$ cat src/rtl/regression_error_stats.sv
// Error statistics for a regression run: accumulates the sum of squared
// residuals over N_SAMPLES samples, then divides by N_SAMPLES with a
// 40-cycle restoring divider to produce a saturated mean squared error.
// Optional max-|err| tracking is enabled by defining ERR_MAX_TRACK_EN.
module regression_error_stats #(
  parameter int unsigned N_SAMPLES = 150,
  parameter int unsigned W         = 20
) (
  input  logic         clk,
  input  logic         rst,
  input  logic         start,
  input  logic         err_valid,
  input  logic [W-1:0] err,
  output logic         busy,
  output logic         done,
  output logic [7:0]   sample_cnt,
  output logic [39:0]  sse,
  output logic [W-1:0] mse,
  output logic [W-1:0] max_abs,
  output logic [7:0]   max_idx
);

  localparam logic [7:0] LastIdx = 8'(N_SAMPLES - 1);
  localparam logic [8:0] Divisor = 9'(N_SAMPLES);

  typedef enum logic [1:0] {StIdle, StAcc, StDiv, StDone} state_e;

  state_e         state_q, state_d;
  logic [39:0]    sse_q, sse_d;
  logic [7:0]     cnt_q, cnt_d;
  logic [W-1:0]   mse_q, mse_d;
  logic [39:0]    quo_q, quo_d;
  logic [8:0]     rem_q, rem_d;
  logic [5:0]     bit_q, bit_d;

  logic           accept;
  logic           run_clear;
  logic [39:0]    err_ext;
  logic [39:0]    sq;
  logic [39:0]    sq_shr;
  logic [8:0]     rem_sh;
  logic           rem_ge;
  logic [8:0]     rem_nxt;
  logic [39:0]    quo_nxt;

  assign accept    = (state_q == StAcc) && err_valid;
  assign run_clear = (state_q == StIdle) && start;

  // Square is non-negative, so a logical shift truncates toward zero.
  assign err_ext = {{(40 - W){err[W-1]}}, err};
  assign sq      = err_ext * err_ext;
  assign sq_shr  = sq >> 10;

  // One restoring-division step; remainder stays below the divisor (<= 255).
  assign rem_sh  = {rem_q[7:0], quo_q[39]};
  assign rem_ge  = (rem_sh >= Divisor);
  assign rem_nxt = rem_ge ? (rem_sh - Divisor) : rem_sh;
  assign quo_nxt = {quo_q[38:0], rem_ge};

  // Next-state logic for FSM, accumulator and divider.
  always_comb begin
    state_d = state_q;
    sse_d   = sse_q;
    cnt_d   = cnt_q;
    mse_d   = mse_q;
    quo_d   = quo_q;
    rem_d   = rem_q;
    bit_d   = bit_q;
    unique case (state_q)
      StIdle: begin
        if (start) begin
          state_d = StAcc;
          sse_d   = '0;
          cnt_d   = '0;
          mse_d   = '0;
        end
      end
      StAcc: begin
        if (err_valid) begin
          sse_d = sse_q + sq_shr;
          cnt_d = cnt_q + 8'd1;
          if (cnt_q == LastIdx) begin
            state_d = StDiv;
            quo_d   = sse_d;
            rem_d   = '0;
            bit_d   = '0;
          end
        end
      end
      StDiv: begin
        quo_d = quo_nxt;
        rem_d = rem_nxt;
        bit_d = bit_q + 6'd1;
        if (bit_q == 6'd39) begin
          state_d = StDone;
          mse_d   = (|quo_nxt[39:W]) ? {W{1'b1}} : quo_nxt[W-1:0];
        end
      end
      StDone: begin
        state_d = StIdle;
      end
      default: begin
        state_d = StIdle;
      end
    endcase
  end

  // State registers, cleared by the asynchronous reset to abort any run.
  always_ff @(posedge clk or posedge rst) begin
    if (rst) begin
      state_q <= StIdle;
      sse_q   <= '0;
      cnt_q   <= '0;
      mse_q   <= '0;
      quo_q   <= '0;
      rem_q   <= '0;
      bit_q   <= '0;
    end else begin
      state_q <= state_d;
      sse_q   <= sse_d;
      cnt_q   <= cnt_d;
      mse_q   <= mse_d;
      quo_q   <= quo_d;
      rem_q   <= rem_d;
      bit_q   <= bit_d;
    end
  end

`ifdef ERR_MAX_TRACK_EN
  logic [W-1:0] abs_err;
  logic [W-1:0] max_abs_q;
  logic [7:0]   max_idx_q;

  // Two's-complement magnitude at W bits; the most negative value maps to itself.
  assign abs_err = err[W-1] ? (~err + 1'b1) : err;

  // Track the strictly larger magnitude so ties keep the earlier index.
  always_ff @(posedge clk or posedge rst) begin
    if (rst) begin
      max_abs_q <= '0;
      max_idx_q <= '0;
    end else if (run_clear) begin
      max_abs_q <= '0;
      max_idx_q <= '0;
    end else if (accept && (abs_err > max_abs_q)) begin
      max_abs_q <= abs_err;
      max_idx_q <= cnt_q;
    end
  end

  assign max_abs = max_abs_q;
  assign max_idx = max_idx_q;
`else
  logic unused_max;
  assign unused_max = accept ^ run_clear;
  assign max_abs    = '0;
  assign max_idx    = '0;
`endif

  assign busy       = (state_q == StAcc) || (state_q == StDiv);
  assign done       = (state_q == StDone);
  assign sample_cnt = cnt_q;
  assign sse        = sse_q;
  assign mse        = mse_q;

endmodule

$ cat config.mk
export PLATFORM = sky130hd
export DESIGN_NAME = regression_error_stats
export DESIGN_NICKNAME = d
export VERILOG_FILES = /design/src/rtl/regression_error_stats.sv
export SDC_FILE = /design/constraint.sdc
export NUM_CORES = 1
export LEC_CHECK = 0
export CAP_MARGIN = 20
export CELL_PAD_IN_SITES_DETAIL_PLACEMENT = 0
export CELL_PAD_IN_SITES_GLOBAL_PLACEMENT = 2
export CORE_MARGIN = 2
export CORE_UTILIZATION = 41
export CTS_BUF_LIST = sky130_fd_sc_hd__clkbuf_16
export DETAILED_ROUTE_END_ITERATION = 10
export DONT_BUFFER_PORTS = 1
export PLACE_DENSITY = 0.77
export SYNTH_ARGS = -nofsm -noshare
export SYNTH_HDL_FRONTEND = slang
export SYNTH_SLANG_ARGS = --single-unit
$ cat constraint.sdc
create_clock -name clk -period 5.62 [get_ports clk]
set_input_delay 0.562 -clock clk [delete_from_list [all_inputs] [get_ports clk]]
set_output_delay 0.562 -clock clk [all_outputs]
set_load 0.02 [all_outputs]
# == After elaboration in Yosys (flattened, before gate mapping) ==
# Index checks and enable logic that the tools add are counted.
# totals
reg_bits,124
in_bits,24
output_inout_bits,98
elab_cells,57
# classes
addsub,4
mul,1
n_lt_le_gt_ge,1
eq_ne,9
mux,25
reduce_logical,10
# op_table
operator,count
$mux W40,4
$pmux W40 S2,2
$mux W20,3
$add A40 B30 Y40,1
$mul A20 B20 Y40,1
$mux W8,5
$pmux W20 S2,1
$pmux W8 S2,2
$reduce_or A20 Y1,1
$mux W6,2
$pmux W6 S2,1
$ge A9 B8 Y1 const B,1
$reduce_and A3 Y1,3
$add A8 B1 Y8 const B,1
$eq A8 B8 Y1 const B,1
$mux W2,4
$pmux W2 S4,1
$sub A8 B8 Y8 const B,1
$add A6 B1 Y6 const B,1
$eq A6 B6 Y1 const B,1
$ne A2 B2 Y1 const B,3
$reduce_bool A2 Y1,3
$eq A2 B2 Y1 const B,2
$reduce_and A4 Y1,1
4 further kinds,4

# == Logic depth before layout (Yosys ltp) ==
# depth
depth_word,5
depth_mapped,36
ltp_nobuf,34

# == Worst setup path before layout ==
# Ideal clock, no wire load.
# synth_path
path_kind,input -> register
startpoint,input port err[15]
endpoint,register quo_q[37]
setup_ps,127
arrival_ps,8675
required_time_ps,5493
path_slack_ps,-3182
stages,32
n_path_buf,2
cell_sequence,clkbuf_1 > clkbuf_1 > nand2_1 > fa_1 > inv_1 > fa_1 > inv_1 > fa_1 > inv_1 > fa_1 > fa_1 > fa_1 > inv_1 > fa_1 > inv_1 > ha_1 > nand4_1 > nor3_1 > nand3_1 > o21ai_2 > or3b_2 > a31oi_1 > xor2_1 > ha_1 > a21o_1 > a21oi_1 > o21ai_0 > a221o_1 > a22o_1 > o311ai_2 > mux2i_1 > nand3_1
# synth_via
elab_chain_cells,5
# synth_rtl
element,line_no,text
start: declaration,13,"input logic [W-1:0] err,"
$mul A20 B20 Y40,51,assign sq = err_ext * err_ext;
$add A40 B30 Y40,80,sse_d = sse_q + sq_shr;
$mux W40,82,if (cnt_q == LastIdx) begin
$mux W40,79,if (err_valid) begin
$pmux W40 S2,69,unique case (state_q)
end signal: assignment,123,quo_q <= quo_d;
end: declaration,32,"logic [39:0] quo_q, quo_d;"
# Every way passes these cells. The select of a mux whose other input is x is not followed.
# A chain may end at the register's enable or synchronous reset.

# == Final worst setup path ==
# layout_path
startpoint,input port err[19]
endpoint,register quo_q[33]
# Same word-level chain as after synthesis.

==> qor.tcl <==
set qor(routed_wl_um) 53600
set qor(maxSlewHeadroom) 0.255
set qor(setup.worst_path.end_class) {flop}
set qor(cap_violations) 0
set qor(drt-pass1-iter-count) 5
set qor(path_class) {primary input to flop}
set qor(first_pass_grt_wire_length_um) 90400
set qor(place.detailed.hpwl_um) 43200
set qor(die_h_um) 229
set qor(globalRouteTotalUtil) 0.217
set qor(dieWidth_um) 229
set qor(finalHoldWorstSlack_ns) 0.136
set qor(cp_data_required_time_ns) 5.92
set qor(startpoint_class_of_the_critical_path) {primary input}
set qor(seq_area_frac_synth) 0.150
set qor(design_area_um2) 25700
set qor(period_share) 1.42
set qor(globalRouteMet2Util) 0.400
set qor(maximum_number_of_pins_on_one_net_before_global_route_repair) 75
set qor(grt-ovfl-total) 0
set qor(worst-slew-pin-transition_ns) 1.10
set qor(finClkSkew_ns) 0.0107
set qor(gr-usage-met1) 0.263
set qor(cts_tree) {done}
set qor(synthCells) 2248
set qor(report.final.setup_viol) 77
set qor(critPathArrivalTime_ns) 8.30
set qor(critical_path.most_common_cell) {sky130_fd_sc_hd__fa_1}
set qor(synth.avg_cell_area_um2) 9.22
set qor(groute.layer.met3.usage) 0.0332
set qor(cts-hold-fix-buffers) 0
set qor(max-clock-path-buffers) 2
set qor(number_of_flops_mapped_to_enable_cells_by_yosys) 0
set qor(drtIter0Drc) 726
set qor(post-route-min-period_ns) 8.00
set qor(async_flop_share) 1.00
set qor(vias_per_cell) 5.01
set qor(areaGrowthSynthToFinish_pct) 24.1
set qor(io_buffer_count) 0
set qor(routed-via-count) 16000
set qor(cts-root-buf) {sky130_fd_sc_hd__clkbuf_16}
set qor(route.detailed.wl_per_inst_um) 16.8
set qor(rr_endpoint) {bit_q[3]}
set qor(yosys.cell_types.count) 74
set qor(fmax_mhz) 125
set qor(numClockSinks) 124
set qor(outcome) {finished with violations}
set qor(critical_path_peak_fanout) 25
set qor(gp_congestion) 0.838
set qor(yosysWarnings) 0
set qor(drv_slew) 0
set qor(worst_path_max_delay_cell) {sky130_fd_sc_hd__fa_2}
set qor(violations) {negative setup slack}
set qor(r2r-start) {sample_cnt[0]}
set qor(global_route.peak_usage_layer) {met2}
set qor(floorplan.initialDensity) 0.414
set qor(htreeDepth) 4
set qor(core_area_um2) 50100
set qor(postSynthRegisterBits) 124
set qor(antenna-diode-count) 0
set qor(area_enclosed_by_the_die_boundary_um2) 52400
set qor(layout-drive-gt1-share) 0.238
set qor(placement_rows) 82
set qor(post-route-drc-count) 0
set qor(worst_r2r_path_depth) 8
set qor(timing.final.hold_violations) 0
set qor(antenna_found_initial) 0
set qor(holdCritPathClass) {primary input to async pin}
set qor(cts_buffers) 17
set qor(synth-main-ff-cell) {sky130_fd_sc_hd__dfrtp_1}
set qor(post-route-worst-setup-slack_ns) -2.38
set qor(ant_nets) 0
set qor(synth.cell_area_um2) 20700
set qor(post_dp_cell_area_um2) 23700
set qor(vias_in_the_first_global_route) 17800
set qor(worstSkewPairLatency_ns) 0.43
set qor(unrepaired_setup_endpoints_after_global_routing) {true}
set qor(crit_path_max_incr_delay_ns) 0.62
set qor(design.portCount) 122
set qor(clk_transition_reported_paths_ns) 0.06
set qor(regToRegSetupSlack_ns) 2.19
set qor(design.final.nets) 3066
set qor(placement.setup.worst_slack_ns) -3.01
-- final cells by class --
class	count	area [um2]
Clock inverter	15	221
Fill cell	4755	24300
Clock buffer	17	425
Tap cell	672	841
Inverter	475	1820
Sequential cell	124	3100
Timing Repair Buffer	332	2680
Multi-Input combinational cell	1559	16600
-- Yosys cell counts (all sizes together) (28+ instances only) --
| master | number | area, um2 |
|---|---|---|
| fa | 385 | 7710 |
| ha | 148 | 1850 |
| o21ai | 126 | 634 |
| a21oi | 85 | 440 |
| xnor2 | 46 | 403 |
| and3 | 28 | 175 |
| nor2 | 75 | 282 |
| and2 | 73 | 457 |
| clkbuf | 80 | 300 |
| nand2 | 243 | 912 |
| nand3 | 43 | 215 |
| buf | 37 | 248 |
| dfrtp | 124 | 3100 |
| xor2 | 37 | 324 |
| inv | 475 | 1780 |
-- registers in the layout, summed over array words and instances, names as in the netlist --
register / flops
rem_q: 8
sse: 40
bit_q: 6
sample_cnt: 8
state_q: 2
quo_q: 40
mse: 20
-- placed cells by master (no fill, tap or decap), types with 14 or more instances in the layout --
master,count
sky130_fd_sc_hd__a22o_1,16
sky130_fd_sc_hd__clkbuf_16,17
sky130_fd_sc_hd__nand2_1,219
sky130_fd_sc_hd__a21oi_1,61
sky130_fd_sc_hd__nand2_2,14
sky130_fd_sc_hd__buf_4,290
sky130_fd_sc_hd__xor2_1,30
sky130_fd_sc_hd__ha_1,122
sky130_fd_sc_hd__o21ai_0,74
sky130_fd_sc_hd__ha_4,20
sky130_fd_sc_hd__nor3_1,19
sky130_fd_sc_hd__dfrtp_1,124
sky130_fd_sc_hd__a21o_1,18
sky130_fd_sc_hd__buf_6,38
sky130_fd_sc_hd__and3_1,25
sky130_fd_sc_hd__conb_1,28
sky130_fd_sc_hd__inv_1,445
sky130_fd_sc_hd__nand3_1,38
sky130_fd_sc_hd__fa_1,364
sky130_fd_sc_hd__o21ai_1,39
sky130_fd_sc_hd__xnor2_1,35
sky130_fd_sc_hd__and2_1,67
sky130_fd_sc_hd__a21oi_2,20
sky130_fd_sc_hd__mux2i_1,18
sky130_fd_sc_hd__nor2_1,58
sky130_fd_sc_hd__inv_2,25
sky130_fd_sc_hd__fa_2,21
-- routing by layer --
metal,share of wire,routed length [um]
met5,0,0
met4,0.025,1360
met3,0.035,1870
met2,0.53,28500
met1,0.41,21800
-- cells by family (layout without fill, tap and decap cells) --
family | after synthesis | in the layout | synth area share
other cells | 1 | 28 | 0.000181
xor+xnor | 83 | 83 | 0.0351
mux | 19 | 19 | 0.00924
buf+inv | 592 | 839 | 0.112
fa+ha+maj | 533 | 533 | 0.461
flops | 124 | 124 | 0.150
simple gates | 553 | 553 | 0.126
compound gates | 343 | 343 | 0.106
-- critical path: cells and delay by family --
| kind | cells | cell delay [ns] |
|---|---|---|
| compound gates | 9 | 1.84 |
| xor+xnor | 2 | 0.32 |
| fa+ha+maj | 9 | 4.19 |
| buf+inv | 6 | 0.47 |
| simple gates | 5 | 0.89 |
-- worst max-delay path by stage --
| stage | startpoint | to | slack [ns] |
|---|---|---|---|
| finish | err[19] | quo_q[33] | -2.38 |
| global route | err[19] | quo_q[37] | -2.66 |
| CTS | err[5] | quo_q[37] | -2.29 |
| detailed placement | err[19] | quo_q[37] | -3.01 |
| global placement | err[19] | quo_q[37] | -2.82 |
| floorplan | err[7] | quo_q[37] | -2.59 |
-- repair_timing --
action | 4_1_cts | 5_1_grt
cloned | 0 | 0
pin swaps | 133 | 70
resized for setup | 166 | 59
endpoints found under the setup margin | 78 | 78
setup buffers | 37 | 19
-- per-stage QoR --
stage | instances | utilization | setup TNS [ns]
after global placement | 3112 | 0.474 | -168.08
final | 3194 | 0.514 | -128.10
after CTS | 3176 | 0.505 | -123.24
after global routing | 3194 | 0.514 | -150.32
after detailed placement | 3112 | 0.474 | -172.81
after floorplan | 2275 | - | -138.36
Power is left out: the tool's default activity adds up to more than one toggle a clock period on the data nets, which glitch-free logic cannot reach.
